File: src/rtl/elevator_scan_controller.sv
// ---------------------------------------------------------------------------
// elevator_scan_controller
//
// SCAN-order elevator controller. Floor requests are collected at any time
// into a pending bitmap. The car keeps travelling in its current direction
// while requests remain ahead of it, then reverses. Every served floor gets
// a door-open phase.
//
// Ports:
//   clk        in   system clock, rising edge
//   rst        in   asynchronous reset, active low
//   req_valid  in   request strobe, one request per cycle
//   req_floor  in   requested floor index
//   req_err    out  one-cycle pulse: last request was out of range
//   cur_floor  out  floor the car is at (or last passed)
//   dir_up     out  current / last travel direction, 1 = up
//   moving     out  car is travelling between floors
//   door_open  out  door is open
//   finish     out  one-cycle pulse on arrival at / opening for a requested floor
//   pending    out  outstanding-request bitmap, one bit per floor
//
// Optional build macro ELEVATOR_ESTOP_EN adds:
//   estop      in   emergency stop, active high, synchronous
//   halted     out  high while estop is applied
// ---------------------------------------------------------------------------
module elevator_scan_controller #(
  parameter int NUM_FLOORS    = 6,
  parameter int FLOOR_W       = $clog2(NUM_FLOORS),
  parameter int TRAVEL_CYCLES = 4,
  parameter int DOOR_CYCLES   = 6
) (
  input  logic                  clk,
  input  logic                  rst,
  input  logic                  req_valid,
  input  logic [FLOOR_W-1:0]    req_floor,
`ifdef ELEVATOR_ESTOP_EN
  input  logic                  estop,
  output logic                  halted,
`endif
  output logic                  req_err,
  output logic [FLOOR_W-1:0]    cur_floor,
  output logic                  dir_up,
  output logic                  moving,
  output logic                  door_open,
  output logic                  finish,
  output logic [NUM_FLOORS-1:0] pending
);

  localparam int CNT_MAX = (TRAVEL_CYCLES > DOOR_CYCLES) ? TRAVEL_CYCLES : DOOR_CYCLES;
  localparam int CNT_W   = (CNT_MAX > 1) ? $clog2(CNT_MAX) : 1;
  localparam logic [CNT_W-1:0]   TRAVEL_LAST = CNT_W'(TRAVEL_CYCLES - 1);
  localparam logic [CNT_W-1:0]   DOOR_LAST   = CNT_W'(DOOR_CYCLES - 1);
  localparam logic [FLOOR_W:0]   NF          = (FLOOR_W + 1)'(NUM_FLOORS);
  localparam logic [FLOOR_W-1:0] TOP_FLOOR   = FLOOR_W'(NUM_FLOORS - 1);

  typedef enum logic [1:0] {S_IDLE, S_MOVE, S_DOOR} state_t;

  state_t                  state_q, state_d;
  logic [FLOOR_W-1:0]      cur_floor_q, cur_floor_d;
  logic                    dir_up_q, dir_up_d;
  logic [NUM_FLOORS-1:0]   pending_q, pending_d;
  logic [CNT_W-1:0]        cnt_q, cnt_d;
  logic                    finish_q, finish_d;
  logic                    req_err_q, req_err_d;

  logic                    halt;
`ifdef ELEVATOR_ESTOP_EN
  assign halt   = estop;
  assign halted = estop;
`else
  assign halt   = 1'b0;
`endif

  logic                    req_ok, req_here, arrive_hit;
  logic                    any_above, any_below, ahead, behind;
  logic [NUM_FLOORS-1:0]   above_mask, below_mask;
  logic [FLOOR_W-1:0]      next_floor;

  // Request decode and SCAN look-ahead on the registered bitmap.
  always_comb begin
    above_mask = '0;
    below_mask = '0;
    for (int i = 0; i < NUM_FLOORS; i++) begin
      above_mask[i] = (FLOOR_W'(i) > cur_floor_q);
      below_mask[i] = (FLOOR_W'(i) < cur_floor_q);
    end
    req_ok     = req_valid && ({1'b0, req_floor} < NF);
    req_here   = req_ok && (req_floor == cur_floor_q);
    any_above  = |(pending_q & above_mask);
    any_below  = |(pending_q & below_mask);
    ahead      = dir_up_q ? any_above : any_below;
    behind     = dir_up_q ? any_below : any_above;
    next_floor = dir_up_q ? (cur_floor_q + FLOOR_W'(1)) : (cur_floor_q - FLOOR_W'(1));
    // A request for the floor being reached this edge is served by the arrival.
    arrive_hit = pending_q[next_floor] || (req_ok && (req_floor == next_floor));
  end

  always_comb begin
    state_d     = state_q;
    cur_floor_d = cur_floor_q;
    dir_up_d    = dir_up_q;
    pending_d   = pending_q;
    cnt_d       = cnt_q;
    finish_d    = 1'b0;
    req_err_d   = req_valid && !req_ok;

    // A request for the floor the car is standing at never becomes pending;
    // it is served (IDLE) or extends the door (DOOR) instead.
    if (req_ok && !(req_here && (state_q != S_MOVE))) begin
      pending_d[req_floor] = 1'b1;
    end

    if (!halt) begin
      unique case (state_q)
        S_IDLE: begin
          if (req_here) begin
            state_d  = S_DOOR;
            cnt_d    = '0;
            finish_d = 1'b1;
          end else if (|pending_q) begin
            state_d = S_MOVE;
            cnt_d   = '0;
            if (!ahead) dir_up_d = !dir_up_q;
          end
        end
        S_MOVE: begin
          if (cnt_q == TRAVEL_LAST) begin
            cur_floor_d = next_floor;
            cnt_d       = '0;
            if (arrive_hit) begin
              pending_d[next_floor] = 1'b0;
              finish_d              = 1'b1;
              state_d               = S_DOOR;
            end
          end else begin
            cnt_d = cnt_q + CNT_W'(1);
          end
        end
        S_DOOR: begin
          if (req_here) begin
            cnt_d = '0;
          end else if (cnt_q == DOOR_LAST) begin
            cnt_d = '0;
            if (ahead) begin
              state_d = S_MOVE;
            end else if (behind) begin
              dir_up_d = !dir_up_q;
              state_d  = S_MOVE;
            end else begin
              state_d = S_IDLE;
            end
          end else begin
            cnt_d = cnt_q + CNT_W'(1);
          end
        end
        default: state_d = S_IDLE;
      endcase
    end
  end

  always_ff @(posedge clk or negedge rst) begin
    if (!rst) begin
      state_q     <= S_IDLE;
      cur_floor_q <= '0;
      dir_up_q    <= 1'b1;
      pending_q   <= '0;
      cnt_q       <= '0;
      finish_q    <= 1'b0;
      req_err_q   <= 1'b0;
    end else begin
      state_q     <= state_d;
      cur_floor_q <= cur_floor_d;
      dir_up_q    <= dir_up_d;
      pending_q   <= pending_d;
      cnt_q       <= cnt_d;
      finish_q    <= finish_d;
      req_err_q   <= req_err_d;
    end
  end

  assign cur_floor = cur_floor_q;
  assign dir_up    = dir_up_q;
  assign pending   = pending_q;
  assign finish    = finish_q;
  assign req_err   = req_err_q;
  assign moving    = (state_q == S_MOVE) && !halt;
  assign door_open = (state_q == S_DOOR);

`ifndef SYNTHESIS
  // The car must stay inside the shaft and never step past either end.
  a_floor_bounds: assert property (@(posedge clk) disable iff (!rst)
    ({1'b0, cur_floor_q} < NF) &&
    !((state_q == S_MOVE) && !halt && (cnt_q == TRAVEL_LAST) &&
      (dir_up_q ? (cur_floor_q == TOP_FLOOR) : (cur_floor_q == '0))));
`endif

endmodule

File: config.mk
export PLATFORM = sky130hd
export DESIGN_NAME = elevator_scan_controller
export DESIGN_NICKNAME = d
export VERILOG_FILES = /design/src/rtl/elevator_scan_controller.sv
export SDC_FILE = /design/constraint.sdc
export NUM_CORES = 1
export LEC_CHECK = 0
export BUFFER_PORTS_ARGS = -buffer_cell sky130_fd_sc_hd__clkbuf_2
export CAP_MARGIN = 20
export CORE_ASPECT_RATIO = 1.5
export CORE_MARGIN = 2
export CORE_UTILIZATION = 30
export CTS_BUF_LIST = sky130_fd_sc_hd__clkbuf_4
export DETAILED_ROUTE_END_ITERATION = 8
export GPL_ROUTABILITY_DRIVEN = 1
export SLEW_MARGIN = 15
export SYNTH_ARGS = -nofsm -noshare
export SYNTH_HDL_FRONTEND = slang
export SYNTH_SLANG_ARGS = --single-unit
export TNS_END_PERCENT = 5
File: constraint.sdc
create_clock -name clk -period 3.35 [get_ports clk]
set_input_delay 0.335 -clock clk [delete_from_list [all_inputs] [get_ports clk]]
set_output_delay 0.335 -clock clk [all_outputs]
set_load 0.05 [all_outputs]
==> reports/results.ini, run 1 <==
[sta]
period_minus_slack_ns=2.64
worst_pin_slew_ns=0.503
fin_skew_ns=0.00973
tns_ns=0
setup_violations=0
slew_violations=0
finalCritPeriodShare_pct=78.8
max_freq_mhz=379
hold_viol=0
fin_worst_hold_slack_ns=0.349
rsz0062_at_grt=no
slew_headroom_pct=66.5

[clock_tree]
ctsLongestPathBuffers=2
clkLatencyLatePin_ns=0.30
clock_sinks=17
clk_pin_slew_ns=0.12
tritoncts=done
cts_made_buffers=3
cts-resized-gates=0
cts-root-buf=clkbuf_4
cts_max_level=1

[worst_setup_path]
cp_cell_sequence=inv_1 > ha_1 > xnor2_1 > mux2_1 > mux2i_1 > o211ai_2 > o211ai_2 > mux2_1
critical_path.top_delay_family=multiplexers
reg2reg_to=state_q[0]$_DFFE_PN0P_
cp-start-kind=flip-flop
r2r-start=cur_floor[1]$_DFFE_PN0P_
reg2reg_depth=8
end_kind=flip-flop
crit_buf_inv=1
setup.worst_path.start=cur_floor[1]$_DFFE_PN0P_
setup.worst_path.class=flip-flop to flip-flop
cp.required_ns=3.53
cpPeakStageDelay_ns=0.56
reg2reg_slack_ns=0.71
cp.arrival_ns=2.82
crit_fanout=12
cp_slowest_cell=dfrtp_1

[layout]
final_cells=238
fin_area_mm2=0.00162
num-nets-final=195
antenna_cells=0
drive_gt1_share_pct=20.7
area_delta_synth_final_pct=12.3

[route]
vias=1187
drc=0
vias_per_cell=4.99
routedWlPerCell_um=14.6
dr.pass1.iters=4
drt-initial-drc-count=70
drt_wl_total_um=3460
drtAntennaViolNets=0

[pwr]
irDropWorstVdd_uv=231
p_per_area_mw_per_mm2=727
p_int_uw=558
p_sw_share_pct=52.7
p_seq_share_pct=27.3
p_clk_share_pct=10.1
p_comb_share_pct=62.7
switchingPower_uw=621
leakage_uw=0.000721

[placed_design]
dpl.cell_count=233
dp_hpwl_um=2730
portBuffers=19
globalplace.congestion=0.832
placed_cell_area_mm2=0.00159

[logic_synthesis]
synth_top_area_cell=dfrtp_1
synthArstFlopShare_pct=100
synth_edf_count=0
postSynthRegisterBits=17
syn_area_mm2=0.00145
synth_cell_type_count=47
syn_inst=155
yosysMostFrequentCell=dfrtp_1
synth_flop_cell=dfrtp_1
ys_warn_count=0
synth_common_cells=dfrtp_1 (16), ha_1 (14), nand2_1 (14), inv_1 (12), nor2_1 (11)
syn_nets=175
ys_seq_area_share_pct=29.5
yosysTopAreaCellShare_pct=27.7
syn_avg_cell_area_um2=9.32
synth_top_cells_by_area=dfrtp_1 (28%), ha_1 (12%), nand2_1 (3.6%), inv_1 (3.1%), xor2_1 (3.0%)

[run_status]
status=finished, final reports clean

[floorplanning]
num_rows=30
die_area_mm2=0.00540
start_util_pct=31.6
die_width_um=60.7
die_h_um=89.0
core_mm2=0.00458
ios=20

[grt]
grt_pass1_wl_um=5850
grt_max_degree=18
grt_remaining_overflow=0
grt_usage_pct=14.5
antenna_found_initial=0
grt_pass1_vias=1251

[hold_path]
hold_path_depth=2
min_to=req_err$_DFF_PN0_
hold_start=req_valid
hp-class=input pin to flip-flop

[flow_run]
cap_violations=0

## how the worst max path moves through the flow
stage / end / slack (ns) / cells after the start
final: state_q[0]$_DFFE_PN0P_ / 0.71 / 8
after global routing: state_q[0]$_DFFE_PN0P_ / 0.51 / 8
after CTS: state_q[0]$_DFFE_PN0P_ / 0.73 / 8
after detailed placement: state_q[0]$_DFFE_PN0P_ / 0.74 / 8
after global placement: state_q[1]$_DFFE_PN0P_ / 0.83 / 8
after floorplan: state_q[0]$_DFFE_PN0P_ / 0.57 / 9
## layout by cell type, fill, tap and decap left out, types with 2 or more instances in the layout
cell      instances
nor2b_1           3
o21ai_0           7
nand2_1          14
or2_0             2
o32a_1            4
clkbuf_4          3
inv_1            12
dfrtp_1          16
nor2_1           11
o21a_1            2
xor2_1            5
clkbuf_2         19
a21oi_1           7
o211ai_2          2
xnor2_1           2
and2b_2           2
mux2_1            3
o31ai_1           2
nor3_1            3
mux2i_1           3
ha_1             14
and3_1            3
nand3_1           5
nand2b_1          2
a31oi_1           2
o22ai_1           2
## metrics by stage
step                      utilization, %  total power (µW)  worst slack, ns
after floorplan                        -               901            0.575
after global placement              34.6              1060            0.832
after detailed placement            34.6              1070            0.744
after CTS                           35.4              1190            0.730
after global routing                35.4              1280            0.512
final                               35.4              1180            0.711
## state kept, by name (all words and copies together), names as in the netlist
signal	cells
req_err	1
cnt_q	3
state_q	2
dir_up	1
finish	1
pending	6
cur_floor	3
## kinds of logic (layout without fill, tap and decap cells)
| kind of cell | count (synthesis) | after routing | synth area share, % |
|---|---|---|---|
| muxes | 9 | 9 | 8.57 |
| and+or+nand+nor | 53 | 53 | 19.1 |
| xor gates and xnor gates | 8 | 8 | 6.15 |
| buffers and inverters | 18 | 37 | 6.06 |
| adders and majority gates | 14 | 14 | 12.1 |
| AOI/OAI and AO/OA | 36 | 36 | 18.4 |
| DFF | 17 | 17 | 29.5 |
## repair_timing
action,in CTS,in global routing
setup endpoints to repair,0,0
hold buffers,1,0
hold endpoints to repair,16,0
buffers inserted,0,0
## cell type report
type,count,area (µm²)
sequential,17,427
multi-input combinational,120,931
tap,64,80.1
clock inverter,1,5.00
clock buffer,3,22.5
fill,496,2960
timing repair buffer,21,113
inverter,12,45.0
## power by group through the flow
stage                     Clock, µW  Combinational, µW  Sequential, µW
after floorplan                   0                509             392
after global placement            0                737             324
after detailed placement          0                742             326
after CTS                       123                746             322
after global routing            131                822             331
final                           119                739             321
## layer usage
metal / GRT usage, % / vias up / wire [µm]
met4: 6.13 / 0 / 51
met2: 26.6 / 27 / 1830
met3: 1.88 / 4 / 121
met1: 16.2 / 566 / 1460
met5: 0 / - / 0
li1: - / 590 / -
Power figures use the tool's default switching activity.
==> inputs of run 2 (changes only) <==
- ABC_AREA: unset -> 1
- clock period: 3.35 -> 2.8 ns (I/O delays scaled with it)
==> run 2 against run 1 <==
Against the previous run: clock power is 24% higher; die area is 5.0% higher; critical path depth is 4 higher; worst setup slack worse by 0.16 ns; clock-buffer cell count is 1 higher; sequential power is 28% higher; hold slack worse by 0.13 ns; routed wire length is 12% higher; first-iteration DRC count is 39% lower; sequential share of layout area is 1.5 points lower; power is 51% higher; critical path type unchanged; largest cell class unchanged.
==> reports/results.ini, run 2 <==
[run_status]
status=finished, final reports clean

[sta]
tns_ns=0
worst_pin_slew_ns=0.465
slew_headroom_pct=69.0
setup_violations=0
fin_worst_hold_slack_ns=0.220
slew_violations=0
hold_viol=0
finalCritPeriodShare_pct=80.2
max_freq_mhz=445
period_minus_slack_ns=2.25
rsz0062_at_grt=no
fin_skew_ns=0.00271

[logic_synthesis]
syn_nets=248
ys_seq_area_share_pct=28.0
synthArstFlopShare_pct=100
synth_top_area_cell=dfrtp_1
synth_flop_cell=dfrtp_1
syn_inst=228
syn_area_mm2=0.00152
ys_warn_count=0
synth_common_cells=nand2_1 (67), inv_1 (34), nand3_1 (22), dfrtp_1 (16), o21ai_0 (16)
yosysTopAreaCellShare_pct=26.3
postSynthRegisterBits=17
syn_avg_cell_area_um2=6.67
yosysMostFrequentCell=nand2_1
synth_edf_count=0
synth_top_cells_by_area=dfrtp_1 (26%), nand2_1 (17%), ha_1 (12%), inv_1 (8.4%), nand3_1 (7.2%)
synth_cell_type_count=27

[route]
drt-initial-drc-count=43
dr.pass1.iters=4
drt_wl_total_um=3890
drtAntennaViolNets=0
vias_per_cell=4.67
drc=0
vias=1477
routedWlPerCell_um=12.3

[layout]
antenna_cells=0
drive_gt1_share_pct=15.6
num-nets-final=271
layout_commonest_cell=nand2_1
final_cell_mix=nand2_1 (67), inv_1 (34), nand3_1 (22), clkbuf_2 (19)
largest_register_ffs=6
area_delta_synth_final_pct=13.2

[pwr]
leakage_uw=0.000907
p_per_area_mw_per_mm2=1030
irDropWorstVdd_uv=467

[floorplanning]
num_rows=31
core_mm2=0.00485
start_util_pct=31.4
die_area_mm2=0.00567
die_width_um=62.1
die_h_um=91.2
ios=20

[grt]
grt_pass1_wl_um=6620
grt_pass1_vias=1480
grt_remaining_overflow=0
grt_usage_pct=14.6
antenna_found_initial=0
grt_max_degree=18

[clock_tree]
cts_made_buffers=3
ctsLongestPathBuffers=2
cts_max_level=1
clkLatencyLatePin_ns=0.29
tritoncts=done
post_cts_buffers=0
clk_pin_slew_ns=0.11
clock_sinks=17
cts-root-buf=clkbuf_4

[flow_run]
cap_violations=0

[worst_setup_path]
crit_fanout=15
cp.arrival_ns=2.43
setup.worst_path.class=flip-flop to flip-flop
cp.required_ns=2.99
end_kind=flip-flop
cp-start-kind=flip-flop

[hold_path]
hp-class=input pin to flip-flop

[placed_design]
portBuffers=19
dp_hpwl_um=3160
globalplace.congestion=0.853

## run 2: what timing repair did
action	in CTS	in global routing
endpoints found under the hold margin	16	0
gates resized for setup	0	0
hold buffers	1	0
## run 2: stage by stage
step	total power [µW]	worst slack, ns	std cells	util (%)	cell area, µm²
floorplan	1380	0.622	228	-	1520
global placement	1640	0.632	311	34.7	1680
detailed placement	1640	0.566	311	34.7	1680
CTS	1790	0.568	316	35.5	1720
global route	1970	0.283	316	35.5	1720
finish	1780	0.554	316	35.5	1720
## run 2: final timing paths
check	from	endpoint	slack (ns)	depth (start not counted)
worst max register to register	cur_floor[0]$_DFFE_PN0P_	state_q[0]$_DFFE_PN0P_	0.55	12
max in group asynchronous	rst	dir_up$_DFFE_PN1P_	1.99	2
worst min-delay path	req_valid	req_err$_DFF_PN0_	0.22	3
min in group asynchronous	rst	req_err$_DFF_PN0_	0.46	2
worst max-delay path	cur_floor[0]$_DFFE_PN0P_	state_q[0]$_DFFE_PN0P_	0.55	12
worst min register to register	dir_up$_DFFE_PN1P_	dir_up$_DFFE_PN1P_	0.56	2
## run 2: power breakdown
part	internal (µW)	switching (µW)	leakage [µW]	total, µW
registers	313	98.8	0.000204	412
clock network	65.0	81.6	0.0000184	147
logic	376	844	0.000685	1220
## run 2: cell families after synthesis
group	after synthesis	share of synthesized area, %
AO/OA/AOI/OAI	35	13.9
XOR/XNOR	5	2.88
adder cells (fa/ha/maj)	14	11.5
buffers and inverters	42	11.3
flip-flops	17	28.0
AND/OR/NAND/NOR	115	32.3
## run 2: worst max-delay path, cell delays in order, from the launching register on
cell,delay (ns)
dfrtp_1,0.64
inv_2,0.19
ha_1,0.37
xor2_1,0.36
nand2_1,0.09
nand2_1,0.07
nor2_1,0.04
nand2_1,0.07
nand3_1,0.08
nand2_1,0.09
inv_2,0.05
nand2_1,0.04
o21ai_1,0.05
## run 2: final cells by class
cell class	instances	area (µm²)
timing repair buffer	21	113
multi-input combinational	169	922
tap	66	82.6
sequential	17	427
clock buffer	4	30.0
inverter	39	149
fill	521	3130
## run 2: per-layer routing
metal / global-route usage [%] / share of wire [%] / vias to the layer above
li1: - / - / 778
met1: 16.0 / 42 / 655
met4: 7.78 / 3.5 / 0
met3: 0.743 / 2.3 / 8
met2: 27.8 / 52 / 36
met5: 0 / 0 / -
==> inputs of run 3 (changes only) <==
- clock period: 2.8 -> 2.15 ns (I/O delays scaled with it)
==> run 3 against run 2 <==
Against the previous run: sequential cell count unchanged; via count increased by 2.0%; highest routed layer unchanged; sequential power increased by 32%; first-iteration DRC count decreased by 33%; clock power increased by 35%; global-route usage decreased by 0.20 points; core utilization increased by 0.18 points; sequential share of layout area decreased by 0.053 points; largest cell class unchanged.
==> reports/results.ini, run 3 (synthesis results as in run 2) <==
[run_status]
status=finished, final reports clean

[sta]
finalCritPeriodShare_pct=91.0
max_freq_mhz=511
period_minus_slack_ns=1.96
slew_headroom_pct=68.6
worst_pin_slew_ns=0.470
fin_skew_ns=0.00372
setup_violations=0
rsz0062_at_grt=no
hold_viol=0
slew_violations=0
tns_ns=0

[layout]
antenna_cells=0
area_delta_synth_final_pct=13.8
drive_gt1_share_pct=16.4
fin_area_mm2=0.00173
largest_register_ffs=6
layout_commonest_cell=nand2_1
fill_cells=531
final_cells=316
final_util_pct=35.7
seq_area_um2=428
num-nets-final=271
multi_input_area_um2=930
final_cell_mix=nand2_1 (67), inv_1 (34), nand3_1 (22), clkbuf_2 (19), o21ai_0 (16)

[pwr]
p_per_area_mw_per_mm2=1360
irDropWorstVdd_uv=532
leakage_uw=0.000909

[worst_setup_path]
setup.worst_path.class=flip-flop to flip-flop
end_kind=flip-flop
cp-start-kind=flip-flop
cp.required_ns=2.34
crit_fanout=8
cp.arrival_ns=2.15

[placed_design]
globalplace.congestion=0.909
dp_hpwl_um=3180
dpl.cell_count=311
portBuffers=19
placed_cell_area_mm2=0.00168

[clock_tree]
tritoncts=done
post_cts_buffers=0
cts-root-buf=clkbuf_4
clock_sinks=17
clk_pin_slew_ns=0.11
cts_made_buffers=3
cts_max_level=1
clkLatencyLatePin_ns=0.30
ctsLongestPathBuffers=2

[floorplanning]
die_area_mm2=0.00567
ios=20
core_mm2=0.00485
die_width_um=62.1
die_h_um=91.2
start_util_pct=31.4
num_rows=31

[route]
drc=0
drt-initial-drc-count=29
vias=1507
routedWlPerCell_um=12.5
dr.pass1.iters=4
drtAntennaViolNets=0
vias_per_cell=4.77
drt_wl_total_um=3970

[grt]
grt_pass1_wl_um=6620
grt_pass1_vias=1485
grt_max_degree=18
grt_remaining_overflow=0
antenna_found_initial=0
grt_usage_pct=14.4

[hold_path]
hp-class=input pin to flip-flop

[flow_run]
cap_violations=0

==> run 3: repair_timing <==
| action | in CTS | in global routing |
|---|---|---|
| hold buffers | 1 | 0 |
| endpoints found under the hold margin | 16 | 0 |
| resized for setup | 0 | 1 |
| endpoints found under the setup margin | 0 | 1 |
==> run 3: worst paths after layout <==
path,start,to,slack (ns),depth (start not counted)
max reg2reg,cur_floor[1]$_DFFE_PN0P_,state_q[0]$_DFFE_PN0P_,0.19,12
max,cur_floor[1]$_DFFE_PN0P_,state_q[0]$_DFFE_PN0P_,0.19,12
max in group asynchronous,rst,dir_up$_DFFE_PN1P_,1.41,2
min in group asynchronous,rst,pending[0]$_DFF_PN0_,0.39,2
min,req_valid,req_err$_DFF_PN0_,0.15,3
min reg2reg,dir_up$_DFFE_PN1P_,dir_up$_DFFE_PN1P_,0.57,2
==> run 3: per-stage QoR <==
step | total power, µW | setup slack (ns) | hold WS (ns)
floorplan | 1800 | 0.00280 | -0.0806
global route | 2590 | 0.0416 | 0.161
finish | 2350 | 0.194 | 0.152
detailed placement | 2140 | 0.255 | 0.188
CTS | 2350 | 0.231 | 0.139
global placement | 2130 | 0.294 | 0.180
==> run 3: layer usage <==
layer	global-route usage (%)	vias to the layer above	share of wire [%]
met4	5.37	0	1.3
met2	28.2	21	55
met5	0	-	0
li1	-	779	-
met1	16.1	703	42
met3	0.743	4	1.4
==> run 3: power by group <==
group	switching, µW	leakage [µW]	internal, µW
sequential	132	0.000202	409
combinational	1110	0.000689	497
clock	113	0.0000184	84.8
==> run 3: layout make-up <==
class                   count  share of cell area [%]
well taps                  66                    4.77
multi-input cells         169                    53.7
clock buffers               4                    1.73
repair buffers             21                    6.50
flip-flops and latches     17                    24.7
inverters                  39                    8.60
==> run 3: worst max-delay path: stages, from the launching register on <==
cell     delay (ns)
dfrtp_2        0.48
inv_1          0.16
ha_1           0.30
xor2_1         0.33
nand2_1        0.08
nand2_1        0.08
nor2_1         0.04
nand2_1        0.07
nand3_1        0.08
nand2_1        0.09
inv_2          0.05
nand2_1        0.05
o21ai_1        0.05
